File: src/rtl/watch_set_controller.sv
// Time-setting controller for an MM:SS watch: debounces mode/inc buttons, sequences
// RUN -> SET_MIN -> SET_SEC -> RUN, and drives run enable, time load, digits and blanking.
module watch_set_controller #(
   parameter int unsigned DEBOUNCE_CYCLES = 1250000,
   parameter int unsigned BLINK_CYCLES    = 62500000,
   parameter int unsigned TIMEOUT_CYCLES  = 1250000000
) (
   input  logic       sysclk,
   input  logic       rst_n,
   input  logic       btn_mode,
   input  logic       btn_inc,
   input  logic [3:0] min1_in,
   input  logic [3:0] min0_in,
   input  logic [3:0] sec1_in,
   input  logic [3:0] sec0_in,
   output logic       run_en,
   output logic       load,
   output logic [3:0] min1_out,
   output logic [3:0] min0_out,
   output logic [3:0] sec1_out,
   output logic [3:0] sec0_out,
   output logic [3:0] blank,
   output logic [1:0] mode_state
);

   localparam int unsigned DbW = $clog2(DEBOUNCE_CYCLES + 1);
   localparam int unsigned BlW = $clog2(BLINK_CYCLES + 1);
   localparam int unsigned ToW = $clog2(TIMEOUT_CYCLES + 1);
   localparam logic [DbW-1:0] DbMax = DbW'(DEBOUNCE_CYCLES - 1);
   localparam logic [BlW-1:0] BlMax = BlW'(BLINK_CYCLES - 1);
   localparam logic [ToW-1:0] ToMax = ToW'(TIMEOUT_CYCLES - 1);

   typedef enum logic [1:0] {StRun = 2'b00, StSetMin = 2'b01, StSetSec = 2'b10} state_e;

   // Two-digit BCD increment with 59 -> 00 wrap.
   function automatic logic [7:0] bcd_inc(input logic [7:0] v);
      if (v[3:0] != 4'd9) return {v[7:4], v[3:0] + 4'd1};
      if (v[7:4] == 4'd5) return 8'h00;
      return {v[7:4] + 4'd1, 4'd0};
   endfunction

   function automatic logic [3:0] clean(input logic [3:0] d, input logic [3:0] max_d);
      return (d > max_d) ? 4'd0 : d;
   endfunction

   logic [1:0]     raw, sync1, sync2, deb, press;
   logic [DbW-1:0] db_cnt [2];

   assign raw = {btn_inc, btn_mode};

   always_ff @(posedge sysclk or negedge rst_n) begin
      if (!rst_n) begin
         sync1     <= 2'b00;
         sync2     <= 2'b00;
         deb       <= 2'b00;
         db_cnt[0] <= '0;
         db_cnt[1] <= '0;
      end else begin
         sync1 <= raw;
         sync2 <= sync1;
         for (int b = 0; b < 2; b++) begin
            if (sync2[b] == deb[b]) begin
               db_cnt[b] <= '0;
            end else if (db_cnt[b] == DbMax) begin
               deb[b]    <= sync2[b];
               db_cnt[b] <= '0;
            end else begin
               db_cnt[b] <= db_cnt[b] + DbW'(1);
            end
         end
      end
   end

   // Press pulse fires in the cycle the debounced level rises.
   assign press[0] = sync2[0] & ~deb[0] & (db_cnt[0] == DbMax);
   assign press[1] = sync2[1] & ~deb[1] & (db_cnt[1] == DbMax);

   state_e         state;
   logic [15:0]    edit_q, run_q, live, live_clean, shown;
   logic [BlW-1:0] blink_cnt;
   logic [ToW-1:0] to_cnt;
   logic           phase;

   assign live       = {min1_in, min0_in, sec1_in, sec0_in};
   assign live_clean = {clean(min1_in, 4'd5), clean(min0_in, 4'd9),
                        clean(sec1_in, 4'd5), clean(sec0_in, 4'd9)};

   always_ff @(posedge sysclk or negedge rst_n) begin
      if (!rst_n) begin
         state     <= StRun;
         run_en    <= 1'b1;
         load      <= 1'b0;
         edit_q    <= '0;
         run_q     <= '0;
         blink_cnt <= '0;
         phase     <= 1'b0;
         to_cnt    <= '0;
      end else begin
         load  <= 1'b0;
         run_q <= live;
         // Free-running blink/timeout in set modes; branches below override with clears.
         if (state != StRun) begin
            if (blink_cnt == BlMax) begin
               blink_cnt <= '0;
               phase     <= ~phase;
            end else begin
               blink_cnt <= blink_cnt + BlW'(1);
            end
            to_cnt <= to_cnt + ToW'(1);
         end
         unique case (state)
            StRun: begin
               if (press[0]) begin
                  state     <= StSetMin;
                  run_en    <= 1'b0;
                  edit_q    <= live_clean;
                  blink_cnt <= '0;
                  phase     <= 1'b0;
                  to_cnt    <= '0;
               end
            end
            StSetMin: begin
               if (press[0]) begin
                  state     <= StSetSec;
                  blink_cnt <= '0;
                  phase     <= 1'b0;
                  to_cnt    <= '0;
               end else if (press[1]) begin
                  edit_q[15:8] <= bcd_inc(edit_q[15:8]);
                  blink_cnt    <= '0;
                  phase        <= 1'b0;
                  to_cnt       <= '0;
               end else if (to_cnt == ToMax) begin
                  state  <= StRun;
                  run_en <= 1'b1;
               end
            end
            StSetSec: begin
               if (press[0]) begin
                  state  <= StRun;
                  run_en <= 1'b1;
                  load   <= 1'b1;
               end else if (press[1]) begin
                  edit_q[7:0] <= bcd_inc(edit_q[7:0]);
                  blink_cnt   <= '0;
                  phase       <= 1'b0;
                  to_cnt      <= '0;
               end else if (to_cnt == ToMax) begin
                  state  <= StRun;
                  run_en <= 1'b1;
               end
            end
            default: begin
               state  <= StRun;
               run_en <= 1'b1;
            end
         endcase
      end
   end

   // The load cycle shows the edited value even though the state is already RUN.
   assign shown = (state == StRun && !load) ? run_q : edit_q;
   assign {min1_out, min0_out, sec1_out, sec0_out} = shown;
   assign blank = (state == StSetMin) ? {phase, phase, 2'b00} :
                  (state == StSetSec) ? {2'b00, phase, phase} : 4'b0000;
   assign mode_state = state;

endmodule

File: config.mk
export PLATFORM = sky130hd
export DESIGN_NAME = watch_set_controller
export DESIGN_NICKNAME = d
export VERILOG_FILES = /design/src/rtl/watch_set_controller.sv
export SDC_FILE = /design/constraint.sdc
export NUM_CORES = 1
export LEC_CHECK = 0
export CORE_ASPECT_RATIO = 0.8
export CORE_MARGIN = 10
export CORE_UTILIZATION = 62
export CTS_CLUSTER_DIAMETER = 80
export CTS_CLUSTER_SIZE = 28
export DETAILED_ROUTE_END_ITERATION = 8
export PLACE_DENSITY = 0.87
export RECOVER_POWER = 50
export SETUP_SLACK_MARGIN = 0.4
export SLEW_MARGIN = 10
export SYNTH_ARGS = -nofsm -noshare
export SYNTH_HDL_FRONTEND = slang
export SYNTH_SLANG_ARGS = --single-unit
File: constraint.sdc
create_clock -name sysclk -period 4.1 [get_ports sysclk]
set_input_delay 0.615 -clock sysclk [delete_from_list [all_inputs] [get_ports sysclk]]
set_output_delay 0.615 -clock sysclk [all_outputs]
set_load 0.02 [all_outputs]
======== Yosys cells after proc, flatten, opt, wreduce, memory -nomap -nowiden ========
Cells that the tools add are included.
operators by class
  add/sub/neg operators ................... 8
  multipliers ............................. 0
  divide/modulo/power cells ............... 0
  magnitude comparators ................... 4
  equal/unequal tests ..................... 17
  shift operators ......................... 0
  mux-type cells .......................... 78
  bitwise logic cells ..................... 9
  reductions and logical operators ........ 11
operator list
  kind                     count
  $mux W26                 6
  $mux W31                 5
  $mux W8                  12
  $pmux W31 S3             1
  $mux W21                 4
  $pmux W26 S3             1
  $add A21 B1 Y21 const B  2
  $eq A21 B21 Y1 const B   2
  $mux W16                 2
  $pmux W8 S2              2
  $add A31 B1 Y31 const B  1
  $eq A31 B31 Y1 const B   1
  $mux W1                  31
  $add A26 B1 Y26 const B  1
  $eq A26 B26 Y1 const B   1
  $mux W4                  5
  $add A4 B1 Y4 const B    4
  $mux W2                  6
  $ne A2 B2 Y1 const B     5
  $eq A4 B3 Y1 const B     2
  $gt A4 B3 Y1 const B     2
  $gt A4 B4 Y1 const B     2
  $ne A4 B4 Y1 const B     2
  $reduce_and A4 Y1        2
  other kinds (12)         25
word-level totals
  bits in registers ....................... 142
  latch bits .............................. 0
  RAM bits ................................ 0
  memory bits (read-only) ................. 0
  input bits .............................. 20
  output and inout port bits .............. 24
  word-level logic and storage cells ...... 142
  memories kept ........................... 0

======== Logic depth before layout (Yosys ltp) ========
  depth in word-level cells ............... 15
  gate-level depth with buffers ........... 9
  gate-level depth less buffers ........... 8

======== Worst setup path after synthesis ========
Ideal clock, no wire load.
  path type ............................... register -> output
  start point ............................. register state[0] (netlist: mode_state[0])
  end point ............................... output min0_out[2]
  arrival time ............................ 2.260 ns
  data required time ...................... 3.485 ns
  setup slack ............................. 1.225 ns
  cell stages (with the launch flop) ...... 7
  path buffers ............................ 3
  cell sequence ........................... dfrtp_1 > buf_2 > or2_2 > buf_4 > nor2_1 > clkbuf_1 > mux2_2
on the way
  longest elaborated chain between the ends .. 3
RTL lines
  item                    RTL line  text
  start, declared         78        state_e state;
  start signal, assigned  90        state <= StRun;
  start signal, assigned  114       state <= StSetMin;
  start signal, assigned  124       state <= StSetSec;
  $logic_not A2 Y1        162       assign shown = (state == StRun && !load) ? run_q : edit_q;
  $logic_and A1 B1 Y1     162
  $mux W16                162
  end, declared           19        output logic [3:0] min0_out,
No other way between the ends.

======== Worst setup path in the final report ========
Ends and elaborated chain as after synthesis.

==> summary.md <==
| Metric | Value |
|---|---|
| Synth unique cells | `67` |
| Die area | `0.0166 mm2` |
| Grt ovf | `0` |
| Initial Util | `63.4%` |
| Routed wire length per instance | `18.3 um` |
| Clock Latency Late Sink | `420 ps` |
| Worst hold start | `sync1[1]` |
| Mapped Area | `0.00730 mm2` |
| Clock buffer depth | `2` |
| Finish-stage setup viols | `0` |
| Maxcap violations | `2` |
| Outcome | `complete, but fails checks` |
| Dpl ws | `1080 ps` |
| Final period util | `82.9%` |
| Final #Nets | `821` |
| Post-synthesis cell type with the largest combined area | `dfrtp_1` |
| Critical Path Source | `mode_state[0]` |
| Comb pwr share | `3.7%` |
| Slew margin rel. | `-34.2%` |
| Worst EP arrival | `2780 ps` |
| Slowest stage cell, crit path | `dfrtp_1` |
| Initial antenna violation count | `0` |
| Final number of hold-violating endpoints | `0` |
| Peak Freq | `294 MHz` |
| Worst path cell trace | `or2_2 > nor2_1 > buf_4 > mux2_2 > clkdlybuf4s50_1` |
| Fillcell total | `774` |
| Vias per std cell | `6.16` |
| VDD IR max | `0.374 mV` |
| Post-CTS Hold Buffers | `0` |
| Layout area overhead | `15.7%` |
| EDFF count, synth | `0` |
| Clock Pin Slew Worst Setup and Hold Paths | `50 ps` |
| Dpl hpwl | `11.8 mm` |
| Type of origin of the critical path | `flip-flop` |
| Final min period | `3400 ps` |
| Layout cell share with drive strength beyond 1 | `8.35%` |
| Syn_nets | `776` |
| #FFs+latches synth | `142` |
| NetSw | `0.000641 W` |
| Total clock sinks | `142` |
| Die W | `141 um` |
| Synth warn | `0` |
| Avg Cell Area, Syn | `9.79 um2` |
| Antenna Cells | `0` |
| RSZ-0062 raised after global routing | `false` |
| Final WS setup | `701 ps` |
| Required time of the worst setup path | `3480 ps` |
| Synth area leaders | `dfrtp_1 (48%), nor2_1 (6.2%), xor2_1 (5.3%)` |
| Synth top area share | `48.3%` |
| Ys async rst share | `100%` |
| CTS tree | `yes` |
| Die Y-Extent | `117 um` |
| Setup Skew | `8.24 ps` |
| Setup CP Type | `reg -> out` |
| Vias in the first global route | `6213` |
| Leakage | `3.57 nW` |
| Worst-Margin Slew | `2010 ps` |
| Failing checks | `max-capacitance violations, max-slew violations` |
| Via Count | `5848` |
| Post-synthesis cell count | `746` |
| Max-slew violations | `115` |
| TritonCTS Buffers | `17` |
| Post-CTS sizing | `0` |
| I/O Pins | `44` |
| Gr usage total | `22.0%` |
| PwrDens | `374 mW/mm2` |
| Post-route ant nets | `0` |
| First-pass GRT wire length | `29.8 mm` |
| Post-CTS Setup Inserts | `0` |
| WHS | `359 ps` |
| Crit-path max FO | `17` |
| Clock root cell | `clkbuf_16` |
| Hold WC Path Type | `reg -> reg` |
| Port bufs | `43` |
| Most common cell after layout, fill and taps aside | `dfrtp_1` |
| Register area share after synthesis | `48.7%` |
| Clock share of power | `51.2%` |
| Buf+Inv Stages, Crit Path | `2` |
| DRC errors left | `0` |
| H-tree levels | `4` |
| RD Place Congestion | `0.895` |
| Sw Share | `20.3%` |
| Commonest non-fill, non-tap cells in the layout | `dfrtp_1 (141), nor2_1 (120), nand2_1 (50)` |
| Reg2reg start | `db_cnt[34]` |
| TritonRoute pass-1 iters | `5` |
| Wirelength, routed | `17.4 mm` |
| Ys flop type | `dfrtp_1` |
| Total Neg Setup Slack | `0 ps` |
| Crit-path max cell delay | `590 ps` |
| Pint | `0.00252 W` |
| Core box area | `0.0115 mm2` |
| FP Rows | `35` |
| Sequential share of power | `45.2%` |
| DR iter-0 viols | `446` |
| Worst Setup End Kind | `primary output` |
| CP top delay family | `buffers and inverters` |
| Largest net degree at the start of global routing | `82` |
[stage by stage]
| step | area [um2] | power (W) | utilization [%] | std cells |
|---|---|---|---|---|
| 6_report | 8450 | 0.00316 | 73.4 | 950 |
| 3_5_place_dp | 7850 | 0.00157 | 68.2 | 920 |
| 3_3_place_gp | 7850 | 0.00157 | 68.2 | 920 |
| 4_1_cts | 8460 | 0.00318 | 73.5 | 950 |
| 2_1_floorplan | 7300 | 0.00149 | - | 746 |
| 5_1_grt | 8450 | 0.00324 | 73.4 | 950 |
[cell usage after synthesis, types with 2 or more instances]
library cell / number
ha_1: 10
xnor2_1: 34
mux2_2: 18
nand3_1: 43
and4_1: 5
buf_4: 5
o31ai_1: 10
nor3b_1: 7
mux2i_1: 8
a31oi_1: 13
nor4bb_1: 2
nand2_1: 50
buf_2: 5
or2_1: 2
o2111ai_1: 2
nor2_2: 2
nand2b_1: 6
nand4b_1: 2
o21ai_0: 18
inv_1: 21
and2_1: 9
a21oi_1: 25
nor4b_1: 9
or3_1: 2
or4_1: 2
nor2_1: 120
xor2_1: 44
a21o_1: 3
nor4_1: 9
buf_6: 2
nand3b_1: 5
a41oi_1: 4
nand4_1: 28
clkbuf_1: 11
nor3_4: 2
nor3_1: 19
o22ai_1: 2
o31a_1: 2
nor2b_1: 4
dfrtp_1: 141
and3_1: 14
[worst register-to-register path, cell delays in order, from the launching register on]
cell      delay [ps]
dfrtp_1          420
nor4b_1          740
and3_1           380
a211oi_4         130
o22ai_2          900
or4b_1           520
nand3_1           80
[power by group through the flow]
stage                     Combinational (W)  Sequential, W  Clock [W]
after global placement             0.000115        0.00145          0
after CTS                          0.000123        0.00143    0.00163
after global routing               0.000129        0.00143    0.00168
after detailed placement           0.000119        0.00145          0
after floorplan                   0.0000427        0.00145          0
final                              0.000116        0.00143    0.00162
[cell type report]
class	count	area, um2	share of cell area [%]
inverter	21	78.8	0.932
clock buffer	24	482	5.70
clock inverter	6	133	1.57
tap	148	185	2.19
multi-input combinational	559	3550	42.0
sequential	142	3550	42.0
timing repair buffer	50	474	5.61
[state kept, by name, summed over array words and instances, names as in the netlist, 16 cells and up]
name / flops
blink_cnt: 26
to_cnt: 31
db_cnt: 42
run_q: 16
edit_q: 16
[kinds of logic (layout without fill, tap and decap cells)]
family	count (synthesis)	after routing	share of synthesized area [%]
buffers and inverters	45	101	2.86
flip-flops	142	142	48.7
AO/OA/AOI/OAI	94	94	8.65
adder cells (fa/ha/maj)	10	10	1.71
multiplexers	26	26	3.87
AND/OR/NAND/NOR	351	351	24.9
XOR/XNOR	78	78	9.35
[metal layers]
layer / wire length, um / part of all wire (%) / vias to the layer above / global-route usage, %
met5: 0 / 0 / - / 0
met4: 405 / 2.3 / 0 / 9.62
met3: 778 / 4.5 / 34 / 4.60
met2: 8650 / 50 / 165 / 37.6
met1: 7540 / 43 / 2927 / 26.6
li1: - / - / 2722 / -
[worst paths after layout]
| check | endpoint | slack, ps | cells past startpoint |
|---|---|---|---|
| max in group asynchronous | db_cnt[20] | 990 | 2 |
| hold reg to reg | sync2[1] | 360 | 0 |
| setup / recovery | min0_out[2] | 700 | 5 |
| setup reg to reg | to_cnt[17] | 870 | 6 |
| min in group asynchronous | db_cnt[6] | 760 | 1 |
| hold / removal | sync2[1] | 360 | 0 |
Note: power is estimated with default switching activity, not from simulation.
